File: src/rtl/qspi_pkg.sv
// Shared definitions for the QSPI execute-in-place read arbiter.
// Latency: n/a (constants, types and a pure helper function only).
// Backpressure: n/a.
// Contents: register byte offsets, CCR field positions, QOR opcode, STA idle
// value, FSM state enum, and the CCR word builder.
package qspi_pkg;

  // QSPI master register byte offsets
  localparam logic [5:0] REG_CCR = 6'd0;
  localparam logic [5:0] REG_ADR = 6'd4;
  localparam logic [5:0] REG_DR  = 6'd8;
  localparam logic [5:0] REG_STA = 6'd40;

  // CCR field positions (LSB of each field)
  localparam int CCR_EN_BIT    = 31;
  localparam int CCR_PRESC_LSB = 25;  // [30:25] SCLK prescaler
  localparam int CCR_RSVD_LSB  = 21;  // [24:21] zero
  localparam int CCR_MODE_LSB  = 16;  // [20:16] transfer mode
  localparam int CCR_DUMMY_LSB = 11;  // [15:11] dummy cycles
  localparam int CCR_LANE_LSB  = 8;   // [9:8]   data lanes
  localparam int CCR_OP_LSB    = 0;   // [7:0]   opcode

  localparam logic [4:0]  CCR_MODE_READ = 5'd3;
  localparam logic [1:0]  CCR_LANE_QUAD = 2'b11;
  localparam logic [7:0]  OP_QOR        = 8'h6B;
  localparam logic [31:0] STA_IDLE      = 32'd1;

  typedef enum logic [2:0] {
    ST_IDLE   = 3'd0,
    ST_WR_ADR = 3'd1,
    ST_WR_CCR = 3'd2,
    ST_GUARD  = 3'd3,
    ST_POLL   = 3'd4,
    ST_CHECK  = 3'd5,
    ST_RD_DR  = 3'd6,
    ST_RESP   = 3'd7
  } state_t;

  // Assemble the CCR command word for a quad-output read.
  function automatic logic [31:0] ccr_word(input logic [5:0] presc,
                                           input logic [4:0] dummy);
    logic [31:0] w;
    w = '0;
    w[CCR_EN_BIT]                   = 1'b1;
    w[CCR_PRESC_LSB +: 6]           = presc;
    w[CCR_RSVD_LSB  +: 4]           = 4'h0;
    w[CCR_MODE_LSB  +: 5]           = CCR_MODE_READ;
    w[CCR_DUMMY_LSB +: 5]           = dummy;
    w[CCR_LANE_LSB - 1 + 2 +: 1]    = 1'b0;
    w[CCR_LANE_LSB  +: 2]           = CCR_LANE_QUAD;
    w[CCR_OP_LSB    +: 8]           = OP_QOR;
    return w;
  endfunction

endpackage

File: src/rtl/rr_arb2.sv
// Two-requester round-robin arbiter; the port served last loses a tie.
// Latency: grant is combinational from req; priority pointer updates on take.
// Backpressure: none; the grant is only consumed when take is high.
// Ports: clk/rst_n, req[1:0], take (grant consumed), vld (any request), sel (winning port).
module rr_arb2 (
  input  logic       clk,
  input  logic       rst_n,
  input  logic [1:0] req,
  input  logic       take,
  output logic       vld,
  output logic       sel
);

  // prio names the port that wins when both request; port0 after reset.
  logic prio;

  assign vld = |req;
  assign sel = req[1] & (~req[0] | prio);

  always_ff @(posedge clk or negedge rst_n) begin
    if (!rst_n) begin
      prio <= 1'b0;
    end else if (take) begin
      prio <= ~sel;
    end
  end

endmodule

File: src/rtl/qspi_xip_arb.sv
// Arbitrates two read requesters onto one QSPI master register port (ADR, CCR, poll STA, read DR).
// Latency: grant edge to ack = 8 + 2*(polls-1) cycles; timeout ack after TIMEOUT polls with err.
// Backpressure: requesters hold req/addr until ack; new grants wait for IDLE and a clear ack cycle.
// Ports: clk_i/rst_ni, req_i[1:0], addr_i[47:0] (two 24-bit addresses), ack_o/err_o/rdata_o response,
// busy_o, m_write_o/m_be_o/m_addr_o/m_wdata_o master register port (registered), m_rdata_i master read data.
module qspi_xip_arb
  import qspi_pkg::*;
#(
  parameter logic [5:0]  PRESCALER   = 6'd1,
  parameter logic [4:0]  DUMMY_FIELD = 5'd4,
  parameter logic [15:0] TIMEOUT     = 16'hFFFF
) (
  input  logic        clk_i,
  input  logic        rst_ni,
  input  logic [1:0]  req_i,
  input  logic [47:0] addr_i,
  output logic [1:0]  ack_o,
  output logic        err_o,
  output logic [31:0] rdata_o,
  output logic        busy_o,
  output logic        m_write_o,
  output logic [3:0]  m_be_o,
  output logic [5:0]  m_addr_o,
  output logic [31:0] m_wdata_o,
  input  logic [31:0] m_rdata_i
);

  state_t      state;
  logic        port;       // granted requester
  logic        guard_cnt;  // second GUARD cycle marker
  logic [15:0] poll_cnt;
  logic        err_q;

  logic [1:0]  arb_req;
  logic        arb_vld;
  logic        arb_sel;
  logic        take;
  logic [23:0] addr_sel;
  logic [31:0] adr_word;

  // During the ack cycle the served requester still shows req high; mask it
  // so a completed request is never granted twice.
  assign arb_req  = (ack_o == 2'b00) ? req_i : 2'b00;
  assign take     = (state == ST_IDLE) && arb_vld;
  assign addr_sel = arb_sel ? addr_i[47:24] : addr_i[23:0];
  assign adr_word = {8'h00, addr_sel & 24'hFFFFFC};
  assign busy_o   = (state != ST_IDLE);

  rr_arb2 u_arb (
    .clk   (clk_i),
    .rst_n (rst_ni),
    .req   (arb_req),
    .take  (take),
    .vld   (arb_vld),
    .sel   (arb_sel)
  );

  // m_* are loaded on the transition into a state so they are valid for the
  // whole of that state; m_rdata_i then answers in the following state.
  always_ff @(posedge clk_i or negedge rst_ni) begin
    if (!rst_ni) begin
      state     <= ST_IDLE;
      port      <= 1'b0;
      guard_cnt <= 1'b0;
      poll_cnt  <= '0;
      err_q     <= 1'b0;
      ack_o     <= '0;
      err_o     <= 1'b0;
      rdata_o   <= '0;
      m_write_o <= 1'b0;
      m_be_o    <= '0;
      m_addr_o  <= '0;
      m_wdata_o <= '0;
    end else begin
      ack_o     <= '0;
      err_o     <= 1'b0;
      rdata_o   <= '0;
      m_write_o <= 1'b0;
      m_be_o    <= '0;
      m_addr_o  <= '0;
      m_wdata_o <= '0;
      case (state)
        ST_IDLE: begin
          if (take) begin
            port      <= arb_sel;
            poll_cnt  <= '0;
            err_q     <= 1'b0;
            state     <= ST_WR_ADR;
            m_write_o <= 1'b1;
            m_be_o    <= 4'hF;
            m_addr_o  <= REG_ADR;
            m_wdata_o <= adr_word;
          end
        end
        ST_WR_ADR: begin
          state     <= ST_WR_CCR;
          m_write_o <= 1'b1;
          m_be_o    <= 4'hF;
          m_addr_o  <= REG_CCR;
          m_wdata_o <= ccr_word(PRESCALER, DUMMY_FIELD);
        end
        ST_WR_CCR: begin
          state     <= ST_GUARD;
          guard_cnt <= 1'b0;
        end
        ST_GUARD: begin
          // two quiet cycles so the previous command's STA is not sampled
          if (guard_cnt) begin
            state    <= ST_POLL;
            m_addr_o <= REG_STA;
          end else begin
            guard_cnt <= 1'b1;
          end
        end
        ST_POLL: begin
          state <= ST_CHECK;
        end
        ST_CHECK: begin
          if (m_rdata_i == STA_IDLE) begin
            state    <= ST_RD_DR;
            m_addr_o <= REG_DR;
          end else if (({1'b0, poll_cnt} + 17'd1) >= {1'b0, TIMEOUT}) begin
            err_q <= 1'b1;
            state <= ST_RESP;
          end else begin
            poll_cnt <= poll_cnt + 16'd1;
            state    <= ST_POLL;
            m_addr_o <= REG_STA;
          end
        end
        ST_RD_DR: begin
          state <= ST_RESP;
        end
        ST_RESP: begin
          state   <= ST_IDLE;
          ack_o   <= {port, ~port};
          err_o   <= err_q;
          rdata_o <= err_q ? 32'h0 : m_rdata_i;
        end
        default: state <= ST_IDLE;
      endcase
    end
  end

endmodule

File: config.mk
export PLATFORM = sky130hd
export DESIGN_NAME = qspi_xip_arb
export DESIGN_NICKNAME = d
export VERILOG_FILES = /design/src/rtl/qspi_pkg.sv /design/src/rtl/rr_arb2.sv /design/src/rtl/qspi_xip_arb.sv
export SDC_FILE = /design/constraint.sdc
export NUM_CORES = 1
export LEC_CHECK = 0
export ABC_AREA = 1
export CELL_PAD_IN_SITES_DETAIL_PLACEMENT = 1
export CELL_PAD_IN_SITES_GLOBAL_PLACEMENT = 1
export CORE_MARGIN = 1.5
export CORE_UTILIZATION = 31
export CTS_CLUSTER_SIZE = 14
export DETAILED_ROUTE_END_ITERATION = 8
export GPL_ROUTABILITY_DRIVEN = 1
export PLACE_DENSITY_LB_ADDON = 0.1
export SLEW_MARGIN = 10
export SYNTH_ARGS = -nofsm -noshare
export SYNTH_HDL_FRONTEND = slang
export SYNTH_SLANG_ARGS = --single-unit
File: constraint.sdc
create_clock -name clk_i -period 2.4 [get_ports clk_i]
set_input_delay 0.24 -clock clk_i [delete_from_list [all_inputs] [get_ports clk_i]]
set_output_delay 0.24 -clock clk_i [all_outputs]
set_load 0.05 [all_outputs]
==> results_dict.tcl <==
set metrics [dict create \
    crit_path_frequent_cell "nand2_2" \
    worst_pin_slew_ns 0.5562 \
    cts-htree-levels 3 \
    tns_ns 0 \
    reg2reg_to "poll_cnt[13]$_DFFE_PN0P_" \
    hold_slack_ns 0.4340 \
    fmax_ghz 0.4547 \
    max_slew_margin 0.6280 \
    ys_warn_count 0 \
    cap_violations 0 \
    multi_input_area_um2 1501 \
    syn_area_per_cell_um2 8.546 \
    slowest_stage "dfrtp_1" \
    nFillCells 1542 \
    wl_mm 11.82 \
    grt_pass1_vias 3891 \
    cp_max_fo 17 \
    r2r_cells 12 \
    route.detailed.drc 0 \
    cts_tree "done" \
    path_class "register to register" \
    core-area_um2 12720 \
    start_kind "register" \
    final-seq-area_um2 2128 \
    drtIter0Drc 146 \
    endpoint_kind "register" \
    setup_violations 0 \
    synthCells 478 \
    cts_made_buffers 9 \
    ys_ff_latch 85 \
    synth.distinct_cells 33 \
    grt_util_all_layers 0.1777 \
    cp.arrival_ns 2.42 \
    mostFrequentLayoutCell "clkdlybuf4s50_1" \
    clock_sinks 85 \
    status "completed" \
    vias 3629 \
    wl_per_cell_um 14.79 \
    hold_viol_final 0 \
    antenna_cells 0 \
    std_cell_rows 41 \
    postLayoutCoreUtil 0.4741 \
    max_stage_delay_ns 0.42 \
    nNetsFinal 711 \
    cp.required_ns 2.62 \
    die_x_um 117.8 \
    grt_pass1_wl_mm 19.42 \
    place_congestion 0.7758 \
    dieArea_um2 13880 \
    rsz0062_at_grt "false" \
    total_power_mw 3.160 \
    port_buffers 149 \
    fp.dieH_um 117.8 \
    dp_cells 784 \
    final_cell_mix "clkdlybuf4s50_1 (148), nand2_1 (85), dfrtp_1 (84)" \
    finalCriticalPeriod_ns 2.199 \
    hold_path.class "register to register" \
    clk_latency_ns 0.34 \
    antenna_left 0 \
    crit_end "poll_cnt[13]$_DFFE_PN0P_" \
    grt-ovfl-total 0 \
    path_clk_slew_ns 0.06 \
    ys_seq_area_frac 0.5207 \
    grt_max_degree 86 \
    vdd_ir_drop_max_uv 450.4 \
    r2r_start "poll_cnt[1]$_DFFE_PN0P_" \
    ioPinCount 163 \
    area_growth_pct 47.66 \
    path_cells "ha_1, nand2_1, nor2_2, nand2_2, nor2_2, nand2_2, nand2_2, nor2_1, nand3_2, nand4_4, nand3_1, nand2_1" \
    instances_no_fill 799 \
    maxSlewViolCount 0 \
    finClkSkew_ns 0.005743 \
    netlist_area_um2 4085 \
    powerDensity_nw_per_um2 523.8 \
    via_per_inst 4.542 \
    clk_path_buf_depth 2 \
    r2r_slack_ns 0.20 \
    cts_root_buffer "clkbuf_16" \
    drive_gt1_frac 0.1021 \
    grt_antenna_before_repair 0 \
    crit_start "poll_cnt[1]$_DFFE_PN0P_" \
    leakage_nw 2.905 \
    start_util 0.3211 \
    place_hpwl_mm 8.580 \
    first_pass_iters 4 \
    timing.final.crit_share 0.9164 \
]
==> cell type report <==
cell class / count / area share
timing repair buffer: 159 / 0.2638
clock buffer: 11 / 0.04024
inverter: 78 / 0.04854
sequential: 85 / 0.3528
tap: 172 / 0.03568
clock inverter: 2 / 0.009956
multi-input combinational: 292 / 0.2489
==> kinds of logic (layout without fill, tap and decap cells) <==
logic type                 Yosys count  count (layout)  share of synthesized area
and+or+nand+nor                    247             247                     0.2965
other                                1               9                  0.0009180
adders and majority gates            2               2                   0.006125
DFF                                 85              85                     0.5207
muxes                                8               8                    0.02205
buffers and inverters              109             250                     0.1213
AOI/OAI and AO/OA                   26              26                    0.03246
==> cells in the mapped netlist <==
library cell / n / area [um^2]
or2_1: 1 / 6.260
inv_1: 73 / 274.0
nor3_4: 1 / 16.27
nor4_1: 2 / 12.51
nand2_4: 1 / 11.26
nand4_4: 1 / 21.27
inv_2: 4 / 15.01
dfrtp_1: 85 / 2127
nand2_2: 7 / 43.79
nor3_1: 1 / 5.000
o21bai_1: 1 / 7.510
buf_4: 16 / 120.1
a21oi_1: 3 / 15.01
clkbuf_1: 6 / 22.52
mux2_2: 8 / 90.09
nand3b_1: 3 / 22.52
nand3_1: 43 / 215.2
buf_6: 1 / 11.26
nand2_1: 85 / 319.1
buf_2: 6 / 30.03
nand4_1: 30 / 187.7
buf_8: 1 / 15.01
o21ai_0: 17 / 85.08
buf_1: 1 / 3.750
nor2_4: 5 / 56.30
and2_1: 2 / 12.51
ha_1: 2 / 25.02
conb_1: 1 / 3.750
clkinv_1: 1 / 3.750
nor2_1: 53 / 198.9
nand3_2: 2 / 20.02
o21ai_1: 5 / 25.02
nor2_2: 10 / 62.56
==> power by group <==
group	switching, mW	total (mW)	leakage [nW]	internal [mW]
combinational	0.106	0.240	1.63	0.134
clock	0.563	1.49	0.148	0.924
sequential	0.0000594	1.43	1.13	1.43
total	0.669	3.16	2.91	2.49
==> worst max-delay path: cells and delay by family (launching register included) <==
| family | cells | cell delay (ns) |
|---|---|---|
| fa+ha+maj | 1 | 0.25 |
| flops | 1 | 0.42 |
| simple gates | 11 | 1.40 |
==> worst min path at each step <==
stage                                 from                     to  slack, ns  cells after the start
after global placement              rst_ni  rdata_o[29]$_DFF_PN0_       0.33                      2
after global routing          m_rdata_i[7]   rdata_o[7]$_DFF_PN0_       0.45                      3
after floorplan                     rst_ni     ack_o[0]$_DFF_PN0_      -0.06                      0
final                     port$_DFFE_PN0P_     ack_o[0]$_DFF_PN0_       0.43                      1
after CTS                    m_rdata_i[20]  rdata_o[20]$_DFF_PN0_       0.43                      3
after detailed placement            rst_ni  rdata_o[29]$_DFF_PN0_       0.33                      2
==> routing by layer <==
layer  track usage  up-vias  routed length [um]
met4       0.05869        0                 159
li1              -     1776                   -
met1        0.1954     1740                4706
met2        0.3125      102                5986
met3       0.07025       11                 962
met5             0        -                   0
==> flip-flops by register name (all words and copies together) (netlist names) <==
name        cells
ack_o           2
err_o           1
err_q           1
guard_cnt       1
m_addr_o        3
m_be_o          1
m_wdata_o      23
poll_cnt       16
port            1
rdata_o        32
state           3
u_arb.prio      1
==> through the flow <==
stage | area, um^2 | setup slack, ns
floorplan | 4115 | 0.4977
global route | 6032 | 0.003331
global placement | 5698 | 0.2074
CTS | 6011 | 0.1574
finish | 6032 | 0.2007
detailed placement | 5698 | 0.1877
==> what timing repair did <==
item                                    CTS  global route
hold buffers                              1             0
resized for setup                         0             1
endpoints found under the setup margin    0            16
buffers inserted                          0             1
endpoints found under the hold margin    85             0
(Power assumes the default switching activity.)
